[config.mk]
export PLATFORM = sky130hd
export DESIGN_NAME = moxie_wb_prefetch
export DESIGN_NICKNAME = d
export VERILOG_FILES = /design/src/rtl/moxie_wb_prefetch.sv
export SDC_FILE = /design/constraint.sdc
export NUM_CORES = 1
export LEC_CHECK = 0
export ABC_CLOCK_PERIOD_IN_PS = 11800
export BUFFER_PORTS_ARGS = -buffer_cell sky130_fd_sc_hd__buf_2
export CAP_MARGIN = 30
export CORE_MARGIN = 2
export CORE_UTILIZATION = 58
export DETAILED_ROUTE_END_ITERATION = 10
export PLACE_DENSITY = 0.8
export SKIP_LAST_GASP = 1
export SLEW_MARGIN = 40
export SYNTH_ARGS = -nofsm -noshare
export SYNTH_HDL_FRONTEND = slang
export SYNTH_SLANG_ARGS = --single-unit
[constraint.sdc]
create_clock -name clk_i -period 11.8 [get_ports clk_i]
set_clock_uncertainty 0.15 [all_clocks]
set_input_delay 2.36 -clock clk_i [delete_from_list [all_inputs] [get_ports clk_i]]
set_output_delay 2.36 -clock clk_i [all_outputs]
set_load 0.02 [all_outputs]
[src/rtl/moxie_wb_prefetch.sv]
// Wishbone classic instruction-prefetch master: DEPTH-entry sequential word queue with
// branch redirect. Optional bus-error halting is enabled by defining MOXIE_PREFETCH_ERR_EN.
module moxie_wb_prefetch #(
    parameter int                ADDR_W     = 32,
    parameter int                DATA_W     = 32,
    parameter int                DEPTH      = 4,
    parameter logic [ADDR_W-1:0] RESET_ADDR = 'h0000_1000
) (
    input  logic                    clk_i,
    input  logic                    rst_i,
    output logic [ADDR_W-1:0]       wb_adr_o,
    output logic                    wb_cyc_o,
    output logic                    wb_stb_o,
    output logic                    wb_we_o,
    output logic [DATA_W/8-1:0]     wb_sel_o,
    input  logic [DATA_W-1:0]       wb_dat_i,
    input  logic                    wb_ack_i,
    input  logic                    wb_err_i,
    input  logic                    flush_i,
    input  logic [ADDR_W-1:0]       flush_addr_i,
    input  logic                    ready_i,
    output logic                    valid_o,
    output logic [DATA_W-1:0]       word_o,
    output logic [ADDR_W-1:0]       addr_o,
    output logic                    err_o,
    output logic [$clog2(DEPTH):0]  count_o,
    output logic [1:0]              dbg_state_o
);

    localparam int PTR_W = $clog2(DEPTH);
    localparam int CNT_W = PTR_W + 1;
    localparam logic [ADDR_W-1:0] ADDR_STEP = ADDR_W'(DATA_W / 8);
    localparam logic [CNT_W-1:0]  CNT_FULL  = CNT_W'(DEPTH);

    typedef enum logic [1:0] {
        S_IDLE  = 2'd0,
        S_REQ   = 2'd1,
        S_DRAIN = 2'd2
`ifdef MOXIE_PREFETCH_ERR_EN
        , S_HALT = 2'd3
`endif
    } state_t;

    state_t            r_state;
    logic [ADDR_W-1:0] r_fetch_addr;
    logic [ADDR_W-1:0] r_adr;
    logic              r_cyc;

    logic [DATA_W-1:0] r_word [DEPTH];
    logic [ADDR_W-1:0] r_addr [DEPTH];
    logic [PTR_W-1:0]  r_rd_ptr;
    logic [PTR_W-1:0]  r_wr_ptr;
    logic [CNT_W-1:0]  r_count;

    logic w_bus_err;
    logic w_term;
    logic w_push;
    logic w_pop;
    logic w_not_full;

`ifdef MOXIE_PREFETCH_ERR_EN
    logic r_err [DEPTH];
    assign w_bus_err = wb_err_i;
`else
    logic w_unused_err;
    assign w_bus_err    = 1'b0;
    assign w_unused_err = wb_err_i;
`endif

    // An error terminates the cycle just like an ack; it wins if both arrive together.
    assign w_term     = wb_ack_i | w_bus_err;
    assign w_push     = (r_state == S_REQ) && w_term && !flush_i;
    assign w_pop      = (r_count != '0) && ready_i && !flush_i;
    assign w_not_full = (r_count < CNT_FULL);

    assign wb_adr_o    = r_adr;
    assign wb_cyc_o    = r_cyc;
    assign wb_stb_o    = r_cyc;
    assign wb_we_o     = 1'b0;
    assign wb_sel_o    = '1;
    assign dbg_state_o = r_state;

    assign valid_o = (r_count != '0);
    assign word_o  = r_word[r_rd_ptr];
    assign addr_o  = r_addr[r_rd_ptr];
    assign count_o = r_count;
`ifdef MOXIE_PREFETCH_ERR_EN
    assign err_o = r_err[r_rd_ptr];
`else
    assign err_o = 1'b0;
`endif

    // Bus FSM: one outstanding classic cycle; cyc/stb/adr are registered.
    always_ff @(posedge clk_i) begin
        if (rst_i) begin
            r_state      <= S_IDLE;
            r_cyc        <= 1'b0;
            r_adr        <= RESET_ADDR;
            r_fetch_addr <= RESET_ADDR;
        end else begin
            case (r_state)
                S_IDLE: begin
                    if (flush_i) begin
                        r_fetch_addr <= flush_addr_i;
                    end else if (w_not_full) begin
                        r_state <= S_REQ;
                        r_cyc   <= 1'b1;
                        r_adr   <= r_fetch_addr;
                    end
                end
                S_REQ: begin
                    if (flush_i) begin
                        r_fetch_addr <= flush_addr_i;
                        if (w_term) begin
                            r_cyc   <= 1'b0;
                            r_state <= S_IDLE;
                        end else begin
                            r_state <= S_DRAIN;
                        end
                    end else if (w_term) begin
                        r_cyc        <= 1'b0;
                        r_fetch_addr <= r_adr + ADDR_STEP;
`ifdef MOXIE_PREFETCH_ERR_EN
                        r_state      <= w_bus_err ? S_HALT : S_IDLE;
`else
                        r_state      <= S_IDLE;
`endif
                    end
                end
                S_DRAIN: begin
                    // Stale cycle must still complete on the bus; its data is dropped.
                    if (flush_i) begin
                        r_fetch_addr <= flush_addr_i;
                    end
                    if (w_term) begin
                        r_cyc   <= 1'b0;
                        r_state <= S_IDLE;
                    end
                end
`ifdef MOXIE_PREFETCH_ERR_EN
                S_HALT: begin
                    if (flush_i) begin
                        r_fetch_addr <= flush_addr_i;
                        r_state      <= S_IDLE;
                    end
                end
`endif
                default: begin
                    r_state <= S_IDLE;
                    r_cyc   <= 1'b0;
                end
            endcase
        end
    end

    // Circular queue; flush empties it and overrides any pop or push that cycle.
    always_ff @(posedge clk_i) begin
        if (rst_i) begin
            r_rd_ptr <= '0;
            r_wr_ptr <= '0;
            r_count  <= '0;
            for (int i = 0; i < DEPTH; i++) begin
                r_word[i] <= '0;
                r_addr[i] <= '0;
`ifdef MOXIE_PREFETCH_ERR_EN
                r_err[i]  <= 1'b0;
`endif
            end
        end else if (flush_i) begin
            r_rd_ptr <= '0;
            r_wr_ptr <= '0;
            r_count  <= '0;
        end else begin
            if (w_push) begin
                r_word[r_wr_ptr] <= w_bus_err ? '0 : wb_dat_i;
                r_addr[r_wr_ptr] <= r_adr;
`ifdef MOXIE_PREFETCH_ERR_EN
                r_err[r_wr_ptr]  <= w_bus_err;
`endif
                r_wr_ptr <= r_wr_ptr + PTR_W'(1);
            end
            if (w_pop) begin
                r_rd_ptr <= r_rd_ptr + PTR_W'(1);
            end
            case ({w_push, w_pop})
                2'b10:   r_count <= r_count + CNT_W'(1);
                2'b01:   r_count <= r_count - CNT_W'(1);
                default: r_count <= r_count;
            endcase
        end
    end

endmodule

==> results.md, run 1 <==
- CTS root buffer: clkbuf_16
- Run status: complete, no violations
- CP max FO: 39
- Initial antenna violation count: 0
- Largest net degree at the start of global routing: 80
- Mapped Cells: 1,110
- Final TNS setup: 0 ps
- Fmax: 0.197 GHz
- Initial drt markers: 764
- Vias: 9,342
- Number of synthesized flops with an enable pin: 256
- Crit start category: flop
- Ys Warns: 0
- Maximum root-to-sink buffer count: 3
- Die X: 164 um
- Port Buffer Count: 172
- Synth unique cells: 59
- Part of the cycle the worst path needs: 0.431
- Fin Hold WS: 300 ps
- Worst slew pin tran: 779 ps
- Total CTS buffers: 34
- Core ar.: 25,200 um2
- GR Overflow Total: 0
- Total global-route track usage: 0.243
- Synth-to-layout area growth: 14.2%
- Mapped Avg Cell Area: 13.4 um2
- Seq cells post-synth: 332
- Final Wtd Congestion: 0.889
- Starting density of the core: 0.591
- Netlist Area Pre-Place: 14,900 um2
- DP HPWL: 19,000 um
- Setup CP Type: reg2out
- Die height: 164 um
- VDD IR max: 97.7 uV
- RSZ-0062 raised after global routing: false
- Reg2Reg Depth: 8
- DRC: 0
- Worst EP required: 9290 ps
- Final WL: 32,200 um
- Layout cell share with drive strength beyond 1: 0.257
- Die Area: 26,900 um2
- Lkg Pwr: 6.58 nW
- Area contributors post-synth: edfxtp_1 52%, dfxtp_1 10%, mux4_2 9.7%
- First-pass GRT wire length: 50,300 um
- Async S/R FF share, synth: 0
- Worst hold endpoint: wb_adr_o[6]
- Worst Hold Class: reg2reg
- DR vias/cell: 5.86
- Setup violations, final: 0
- CTS HTree Levels: 2
- Routed Antenna Nets: 0
- Max Slew Vio Count: 0
- Maxcap violations: 0
- Flop2flop setup slack: 8590 ps
- CTS sink cnt: 332
- Nets: 1,320
- Drt wl/cell: 20.2 um
- Fin util: 0.675
- Diode count: 0
- Worst hold start: r_fetch_addr[6]
- Reg-to-reg startpoint: dbg_state_o[1]
- CTS Hold Bufs: 0
- Clk slew on worst S/H paths: 60 ps
- Skew-Pair Late Insertion Delay: 510 ps
- Post-CTS resize count: 0
- Pwr/cell area: 147 nW/um2
- Vias in the first global route: 9,156
- Hold Fails Final Rpt: 0
- Io pins: 180
- Seq/Total Area, Yosys: 0.619
- Max transition margin: 0.481
- Post-synth top flop: edfxtp_1
- Crit Reg-Reg Endpoint: r_word[0][16]
- Fillers: 1,815
- Hold path depth: 2
- Site Rows: 58
- Tmin final: 5090 ps
- Setup Buffers After CTS: 0
- Drt pass-1 iters: 7
- TritonCTS clock tree: built
- Area leader, netlist: edfxtp_1
- WP data arrival: 2580 ps
- Top cell type's share of synthesized area: 0.517
- Crit path capture type: primary output
cells in the final DEF, fill, tap and decap left out, types with 14 or more instances in the layout:
master     count
buf_2        172
nor2_1        34
nand2_1       96
dfxtp_1       74
and3_1        66
xor2_1        22
and2_1       188
mux4_2        64
edfxtp_1     256
clkbuf_16     35
a21oi_1       56
nand3_1       14
per-stage QoR:
stage / instance area, um2 / cells / power (W) / setup slack, ps
after floorplan: 14900 / 1114 / 0.00145 / 5350
after global placement: 15800 / 1531 / 0.00150 / 6410
after detailed placement: 15900 / 1537 / 0.00151 / 6650
after CTS: 17000 / 1594 / 0.00252 / 6390
after global routing: 17000 / 1594 / 0.00258 / 6510
final: 17000 / 1594 / 0.00250 / 6710
sequential cells by signal, summed over array words and instances, names as in the netlist, named ones only:
| register | count |
|---|---|
| r_addr | 128 |
| r_word | 128 |
| r_fetch_addr | 32 |
| wb_adr_o | 32 |
| count_o | 3 |
| dbg_state_o | 2 |
| r_rd_ptr | 2 |
| r_wr_ptr | 2 |
| wb_cyc_o | 1 |
worst max path at each step:
stage,end,slack (ps)
5_1_grt,addr_o[11],6510
2_1_floorplan,r_addr[2][0],5350
3_5_place_dp,r_addr[0][12],6650
4_1_cts,addr_o[12],6390
3_3_place_gp,r_addr[0][12],6410
6_report,addr_o[12],6710
metal layers:
metal / part of all wire / track usage
met1: 0.42 / 0.341
met4: 0.024 / 0.0754
met3: 0.065 / 0.0348
met2: 0.49 / 0.397
met5: 0 / 0
Yosys cell counts, types with 3 or more instances:
library cell and instances:
buf_2 14, o211ai_1 3, dfxtp_1 76, nand4_1 8, a211oi_1 8, o21ai_0 9, mux4_2 64, nand2_1 96
and2_2 3, nor4_1 3, edfxtp_1 256, nor2_1 36, nor3_1 8, o32ai_1 3, and3_1 66, xor2_1 22
a32oi_1 8, nand2b_1 3, buf_1 3, nand3_1 14, clkbuf_1 62, a211o_1 10, xnor2_1 10, and2_1 188
a311oi_1 3, inv_1 9, or3_1 4, o22ai_1 8, and4_2 3, ha_1 6, buf_4 9, clkbuf_8 4
a21oi_1 56
kinds of logic (layout without fill, tap and decap cells):
logic type	after synthesis	after routing	share of synthesized area
flip-flops	332	332	0.619
adder cells (fa/ha/maj)	7	7	0.00639
other	2	6	0.000505
buffers and inverters	107	257	0.0381
XOR/XNOR	32	32	0.0188
AO/OA/AOI/OAI	118	118	0.0500
AND/OR/NAND/NOR	448	448	0.170
multiplexers	64	64	0.0969
where the power goes:
| group | leakage, nW | total (W) | internal, W | switching, W |
|---|---|---|---|---|
| clock network | 0.508 | 0.00102 | 0.000599 | 0.000417 |
| logic | 2.81 | 0.000157 | 0.0000570 | 0.000100 |
| registers | 3.27 | 0.00133 | 0.00130 | 0.0000271 |
critical path, cell delays in order (launching register included):
cell	delay [ps]
dfxtp_4	680
buf_6	550
mux4_2	630
buf_2	190
layout make-up:
class	count	area, um2	area share
clock buffers	47	941	0.0554
well taps	330	413	0.0243
repair buffers	190	1090	0.0642
flip-flops and latches	332	9220	0.543
multi-input cells	675	5190	0.306
inverters	10	37.5	0.00221
clock inverters	10	98.8	0.00582
Power figures use the tool's default switching activity.
==> run 2: changes to the inputs <==
- ABC_CLOCK_PERIOD_IN_PS: 11800 -> 5200
- clock period: 11.8 -> 5.2 ns (I/O delays scaled with it)
==> results.md, run 2 (synthesized netlist as in run 1, its figures left out) <==
- DRC: 0
- Final Wtd Congestion: 0.866
- Clk slew on worst S/H paths: 60 ps
- Total CTS buffers: 35
- Skew-Pair Late Insertion Delay: 510 ps
- Setup CP Type: reg2out
- Most frequent cells in the layout: 256 x edfxtp_1, 188 x and2_1, 172 x buf_2
- RSZ-0062 raised after global routing: false
- Fillers: 1,742
- Worst Hold Class: reg2reg
- Synth-to-layout area growth: 14.4%
- VDD IR max: 255 uV
- Reg-to-reg startpoint: dbg_state_o[1]
- CTS root buffer: clkbuf_16
- Most common cell after layout, fill and taps aside: edfxtp_1
- Max Slew Vio Count: 0
- Site Rows: 58
- Total global-route track usage: 0.239
- Port Buffer Count: 172
- Final TNS setup: 0 ps
- CTS HTree Levels: 2
- Run status: complete, no violations
- Die Area: 26,900 um2
- Core ar.: 25,200 um2
- Drt wl/cell: 19.9 um
- Worst hold start: r_fetch_addr[7]
- Biggest regs: r_addr (128), r_word (128)
- WP data arrival: 2470 ps
- Crit path capture type: primary output
- Fmax: 0.273 GHz
- Largest net degree at the start of global routing: 95
- Multi-input logic area: 5190 um2
- Final WL: 31,900 um
- Hold Fails Final Rpt: 0
- Tmin final: 3660 ps
- Drt pass-1 iters: 8
- Initial drt markers: 941
- GR Overflow Total: 0
- CP max FO: 23
- Fin util: 0.676
- TritonCTS clock tree: built
- Die X: 164 um
- Pwr/cell area: 334 nW/um2
- Layout cell share with drive strength beyond 1: 0.257
- Initial antenna violation count: 0
- Post-CTS resize count: 0
- Io pins: 180
- Routed Antenna Nets: 0
- Part of the cycle the worst path needs: 0.704
- Worst EP required: 4010 ps
- Crit start category: flop
- DR vias/cell: 5.82
- Vias in the first global route: 9,042
- Max transition margin: 0.464
- Die height: 164 um
- Lkg Pwr: 6.59 nW
- Setup violations, final: 0
- Setup Buffers After CTS: 0
- Maximum root-to-sink buffer count: 3
- Maxcap violations: 0
- CTS sink cnt: 332
- Flop2flop setup slack: 2230 ps
- Worst slew pin tran: 804 ps
- Sequential Area: 9220 um2
- DP HPWL: 18,800 um
- Vias: 9,301
- Starting density of the core: 0.591
- First-pass GRT wire length: 49,200 um
- CTS Hold Bufs: 0
- Nets: 1,322
[run 2: cell types whose count changed in the layout (fill, tap and decap cells not counted), moves of 2 or more]
cell,before,now
clkinv_2,3,1
clkinv_1,5,7
buf_6,3,1
buf_12,5,8
clkbuf_16,35,37
[run 2: critical path, cell delays in order (launching register included)]
cell     delay, ps
dfxtp_4        600
buf_12         280
buf_4          320
mux4_2         560
buf_2          180
[run 2: metrics by stage]
stage	hold slack [ps]	setup slack, ps	cell area (um2)	power, W	instances
floorplan	279	67.9	14900	0.00330	1114
global placement	286	1660	15800	0.00341	1532
detailed placement	292	1610	16000	0.00343	1538
CTS	300	1450	17000	0.00572	1597
global route	311	1380	17000	0.00586	1597
finish	297	1540	17000	0.00569	1598
[run 2: cell type report]
cell class,instances,area share
clock inverters,10,0.00434
inverters,10,0.00221
clock buffers,49,0.0576
flip-flops and latches,332,0.541
multi-input cells,675,0.305
diodes,1,0.000147
repair buffers,191,0.0650
well taps,330,0.0243
[run 2: path summary, 6_finish.rpt]
kind                                       to  depth (start not counted)
worst min register to register    wb_adr_o[7]                          2
worst max-delay path                word_o[1]                          4
worst max register to register  r_word[0][12]                          8
worst min-delay path              wb_adr_o[7]                          2
[run 2: power by group]
group | total (W) | switching (W) | internal, W | leakage (nW)
Combinational | 0.000359 | 0.000229 | 0.000130 | 2.81
Sequential | 0.00302 | 0.0000609 | 0.00296 | 3.27
Clock | 0.00231 | 0.000948 | 0.00136 | 0.510
Total | 0.00569 | 0.00124 | 0.00445 | 6.59
[run 2: routing by layer]
metal / track usage / wire [um] / vias to the layer above
met4: 0.0630 / 495 / 0
met2: 0.402 / 15800 / 361
li1: - / - / 4318
met3: 0.0414 / 2350 / 43
met1: 0.326 / 13200 / 4579
met5: 0 / 0 / -
